--- config.mk ---
export PLATFORM = sky130hd
export DESIGN_NAME = ioexp_host
export DESIGN_NICKNAME = d
export VERILOG_FILES = /design/src/rtl/ioexp_host.sv
export SDC_FILE = /design/constraint.sdc
export NUM_CORES = 1
export LEC_CHECK = 0
export ABC_AREA = 1
export BUFFER_PORTS_ARGS = -buffer_cell sky130_fd_sc_hd__buf_2
export CORE_ASPECT_RATIO = 1.1
export CORE_MARGIN = 8
export CORE_UTILIZATION = 42
export CTS_CLUSTER_DIAMETER = 100
export DETAILED_ROUTE_END_ITERATION = 8
export PLACE_DENSITY = 0.68
export SLEW_MARGIN = 20
export SYNTH_ARGS = -nofsm -noshare
export SYNTH_HDL_FRONTEND = slang
export SYNTH_SLANG_ARGS = --single-unit
--- constraint.sdc ---
create_clock -name clk -period 1.6 [get_ports clk]
set_clock_uncertainty 0.1 [all_clocks]
set_input_delay 0.32 -clock clk [delete_from_list [all_inputs] [get_ports clk]]
set_output_delay 0.32 -clock clk [all_outputs]
set_load 0.1 [all_outputs]
--- src/rtl/ioexp_host.sv ---
// Bus master for an 8243-style I/O expander: frames one address nibble and one
// data nibble per command on P2, strobed by PROG, with registered bus outputs.
module ioexp_host #(
   parameter int SETUP_CYC = 2,
   parameter int HOLD_CYC  = 2,
   parameter int PULSE_CYC = 4
) (
   input  logic       clk,
   input  logic       rst,
   input  logic       cmd_valid,
   output logic       cmd_ready,
   input  logic [1:0] cmd_op,
   input  logic [1:0] cmd_port,
   input  logic [3:0] cmd_data,
   output logic       rsp_valid,
   output logic [3:0] rsp_data,
   output logic       busy,
   input  logic [3:0] p2i,
   output logic [3:0] p2o,
   output logic       p2_oe,
   output logic       prog_n
);

   localparam int MAX_SH = (SETUP_CYC > HOLD_CYC) ? SETUP_CYC : HOLD_CYC;
   localparam int MAX_C  = (MAX_SH > PULSE_CYC) ? MAX_SH : PULSE_CYC;
   localparam int CNT_W  = ($clog2(MAX_C) < 1) ? 1 : $clog2(MAX_C);

   localparam logic [CNT_W-1:0] SETUP_LD = CNT_W'(SETUP_CYC - 1);
   localparam logic [CNT_W-1:0] HOLD_LD  = CNT_W'(HOLD_CYC - 1);
   localparam logic [CNT_W-1:0] PULSE_LD = CNT_W'(PULSE_CYC - 1);

   if (SETUP_CYC < 1 || HOLD_CYC < 1 || PULSE_CYC < 2) begin : g_bad_params
      $error("ioexp_host: SETUP_CYC>=1, HOLD_CYC>=1, PULSE_CYC>=2 required");
   end

   typedef enum logic [2:0] {IDLE, ADDR, AHOLD, DATA, RISE} state_t;

   state_t           state, state_nx;
   logic [CNT_W-1:0] cnt, cnt_nx;
   logic             accept;
   logic [1:0]       op_q;
   logic [1:0]       port_q;
   logic [3:0]       data_q;
   logic             is_read;
   logic [3:0]       addr_nib;
   logic             prog_n_nx;
   logic             p2_oe_nx;
   logic [3:0]       p2o_nx;
   logic             rsp_valid_nx;
   logic             sample;

   assign cmd_ready = (state == IDLE);
   assign busy      = ~cmd_ready;
   assign is_read   = (op_q == 2'b00);
   // On the accept edge the latches are not yet loaded, so address comes straight from the port.
   assign addr_nib  = accept ? {cmd_op, cmd_port} : {op_q, port_q};

   always_comb begin
      state_nx     = state;
      cnt_nx       = cnt;
      accept       = 1'b0;
      prog_n_nx    = 1'b1;
      p2_oe_nx     = 1'b0;
      p2o_nx       = 4'h0;
      rsp_valid_nx = 1'b0;
      sample       = 1'b0;

      case (state)
         IDLE: begin
            if (cmd_valid) begin
               accept   = 1'b1;
               state_nx = ADDR;
               cnt_nx   = SETUP_LD;
            end
         end
         ADDR: begin
            if (cnt == '0) begin
               state_nx = AHOLD;
               cnt_nx   = HOLD_LD;
            end else begin
               cnt_nx = cnt - 1'b1;
            end
         end
         AHOLD: begin
            if (cnt == '0) begin
               state_nx = DATA;
               cnt_nx   = PULSE_LD;
            end else begin
               cnt_nx = cnt - 1'b1;
            end
         end
         DATA: begin
            if (cnt == '0) begin
               state_nx = RISE;
               cnt_nx   = HOLD_LD;
               sample   = is_read;
            end else begin
               cnt_nx = cnt - 1'b1;
            end
         end
         RISE: begin
            if (cnt == '0) begin
               state_nx = IDLE;
            end else begin
               cnt_nx = cnt - 1'b1;
            end
         end
         default: begin
            state_nx = IDLE;
            cnt_nx   = '0;
         end
      endcase

      // Bus outputs are registered, so they are derived from the state being entered.
      case (state_nx)
         ADDR: begin
            p2_oe_nx = 1'b1;
            p2o_nx   = addr_nib;
         end
         AHOLD: begin
            prog_n_nx = 1'b0;
            p2_oe_nx  = 1'b1;
            p2o_nx    = addr_nib;
         end
         DATA: begin
            prog_n_nx = 1'b0;
            if (!is_read) begin
               p2_oe_nx = 1'b1;
               p2o_nx   = data_q;
            end
         end
         RISE: begin
            if (!is_read) begin
               p2_oe_nx = 1'b1;
               p2o_nx   = data_q;
            end
            rsp_valid_nx = sample;
         end
         default: begin
            prog_n_nx = 1'b1;
         end
      endcase
   end

   always_ff @(posedge clk or posedge rst) begin
      if (rst) begin
         state     <= IDLE;
         cnt       <= '0;
         prog_n    <= 1'b1;
         p2_oe     <= 1'b0;
         p2o       <= 4'h0;
         rsp_valid <= 1'b0;
         rsp_data  <= 4'h0;
      end else begin
         state     <= state_nx;
         cnt       <= cnt_nx;
         prog_n    <= prog_n_nx;
         p2_oe     <= p2_oe_nx;
         p2o       <= p2o_nx;
         rsp_valid <= rsp_valid_nx;
         if (sample) begin
            rsp_data <= p2i;
         end
      end
   end

   // Command fields are frozen at accept; later cmd_* activity is ignored.
   always_ff @(posedge clk) begin
      if (accept) begin
         op_q   <= cmd_op;
         port_q <= cmd_port;
         data_q <= cmd_data;
      end
   end

endmodule

==> results.md <==
- Status: finished, violations left
- Failing checks: negative setup slack
- Latest clock arrival within the worst-skew pair: 310 ps
- Most frequent cells in the layout: nand2_1 (45), buf_2 (24), dfrtp_1 (15)
- Hold_ws: 77.15 ps
- Fin nets: between 150 and 200
- YS warnings: 0
- DRT antenna net count: 0
- Diode count: 0
- Footprint of the multi-input gates: 461.7 um2
- Area Overhead vs Synth: 32.50%
- Critical path class: register to output pin
- Seq/Total Area, Yosys: 55.94%
- Number of global-route vias before repair: 902
- Sink Count: 24
- Final min period: 1668 ps
- R2R cell count: 10
- RR Startpoint: cnt[0]
- Overall routing resource usage: under 10%
- Initial Utilization: 42.85%
- Most common cell after layout, fill and taps aside: nand2_1
- IO buf count: 27
- Placed Cells incl. Taps: 191
- Hold Startpoint: cmd_data[3]
- First-pass GRT wire length: 3581 um
- R2R Path End: p2o[2]
- Wirelength per Cell: 11.07 um
- Synth Instances: 126
- Max Cap Viol: 0
- Die H: 70.82 um
- Tcrit/Tclk final: 104.3%
- Fraction of layout cells with a size suffix above 1: 39.76%
- Grt total ovfl: 0
- Fin cells: 199
- CP endpoint kind: output pin
- Met3 wire len: about 100 um
- Worst R2R Setup Slack: 70 ps
- Placer Congestion: 0.8448
- Worst hold path class: input port to register
- Hold depth: 1
- H-tree depth: 1
- Initial antenna violation count: 0
- Fmax: 599.4 MHz
- Placeable Area: about 2700 um2
- DR WL met2: 1203 um
- CTS clock-pin slew for the worst setup and hold paths: 130 ps
- Via/cell ratio: 4.487
- Synthesized Nets: ~140
- Overall die width: 65.84 um
- Post-synth cell types: 20
- TritonCTS clock tree: yes
- Die ar.: 4662 um2
- WL final: 2202 um
- Worst EP required: 1180 ps
- Io pins: 28
- RSZ-0062 raised after global routing: true
- Longest Clk Path Bufs: 2
- WP data arrival: roughly 1300 ps
- Syn_area_per_cell: 9.106 um2
- DRC Markers: 0
- Clock Root Buffer: clkbuf_4
- Yosys reg bits: 24
- Met1 WL: 831 um
- Post-DP HPWL: 1704 um
- CTS Buf Count: 3
- Pins Over Slew Limit: 0
- CP max FO: 3
- Initial DRC Count: 12
- Endpoints failing hold: 0
- Worst Hold End: data_q[3]
- Pin count of the biggest net entering global routing: 17
- Sequential Area: ~640 um2
- Post-route setup slack: -68.31 ps
- Via count of the routed design: between 800 and 900
- Post-Syn Area: about 1100 um2
- Startpoint types: register
- Max-slew headroom: just over 60%
- Setup Viol. Count Final: 2
- Row cnt: 20
- Worst-Margin Slew: 586.3 ps
- Max layer used: met4
- Number of fillers in the final layout: between 200 and 250
- Drt first pass iters: 4
-- metrics by stage --
| stage | TNS, ps | util [%] | area [um2] | setup WS (ps) |
|---|---|---|---|---|
| detailed placement | -5.554 | 52.66 | 1410 | -5.554 |
| global placement | 0 | 52.66 | 1410 | 56.88 |
| finish | -128.7 | 56.78 | 1520 | -68.31 |
| floorplan | -96.26 | - | 1167 | -96.26 |
| global route | -313.5 | 56.78 | 1520 | -126.1 |
| CTS | -133.0 | 55.75 | 1493 | -70.42 |
-- registers in the layout (all words and copies together) (netlist names), 2 cells and up --
signal and cells:
op_q 2, port_q 2, rsp_data 4, p2o 4, state 3, data_q 4
cnt 2
-- cell usage after synthesis --
master	number	area [um2]
nand3_1	3	15.01
and3_1	1	6.260
nand2_2	3	18.77
edfxtp_1	8	240.2
a21oi_1	2	10.01
inv_1	12	45.04
nand2_1	47	176.4
buf_2	1	5.000
nand3_4	1	17.52
o21ai_0	4	20.02
nor2_1	11	41.29
dfrtp_1	15	375.4
nand2_4	4	45.04
buf_6	1	11.26
inv_2	5	18.77
dfstp_2	1	26.28
nor2_4	2	22.52
o21ai_2	2	17.52
nand3_2	1	10.01
ha_1	2	25.02
-- routing by layer --
| metal | vias to the layer above | GRT usage (%) |
|---|---|---|
| met5 | - | 0 |
| met1 | 396 | 8.779 |
| met4 | 0 | 3.641 |
| li1 | 466 | - |
| met2 | 23 | 18.22 |
| met3 | 8 | 3.318 |
-- timing repair --
action | CTS | global route
pin swaps | 2 | 1
resized for setup | 2 | 5
setup buffers | 2 | 1
hold buffers | 1 | 0
endpoints found under the hold margin | 15 | 0
endpoints found under the setup margin | 7 | 7
cloned | 0 | 0
-- worst max path at each step --
stage	to	depth (start not counted)	slack, ps	from
finish	cmd_ready	4	-70	state[0]
global route	cmd_ready	4	-130	state[0]
CTS	cmd_ready	4	-70	state[0]
detailed placement	p2o[2]	10	-6	cnt[0]
global placement	p2o[3]	9	60	cnt[0]
floorplan	cmd_ready	4	-100	state[0]
-- critical path: stages (launching register included) --
cell,delay (ps)
dfrtp_1,430
nor2_4,190
nand2_8,70
clkinvlp_4,80
buf_12,160
-- kinds of logic (layout without fill, tap and decap cells) --
group                    Yosys count  after routing  share of synthesized area, %
AO/OA/AOI/OAI                      8              8                         4.144
adder cells (fa/ha/maj)            2              2                         2.181
buffers and inverters             19             59                         6.979
flip-flops                        24             24                         55.94
AND/OR/NAND/NOR                   73             73                         30.75
-- area by class of cell --
| class | instances | area share, % |
|---|---|---|
| Clock inverter | 1 | 1.975 |
| Timing Repair Buffer | 38 | 16.63 |
| Multi-Input combinational cell | 83 | 30.37 |
| Clock buffer | 3 | 1.481 |
| Tap cell | 33 | 2.716 |
| Inverter | 17 | 4.609 |
| Sequential cell | 24 | 42.22 |
Power is not shown: default switching activity piles up to over one toggle a cycle in this logic, so the estimate is an artifact.
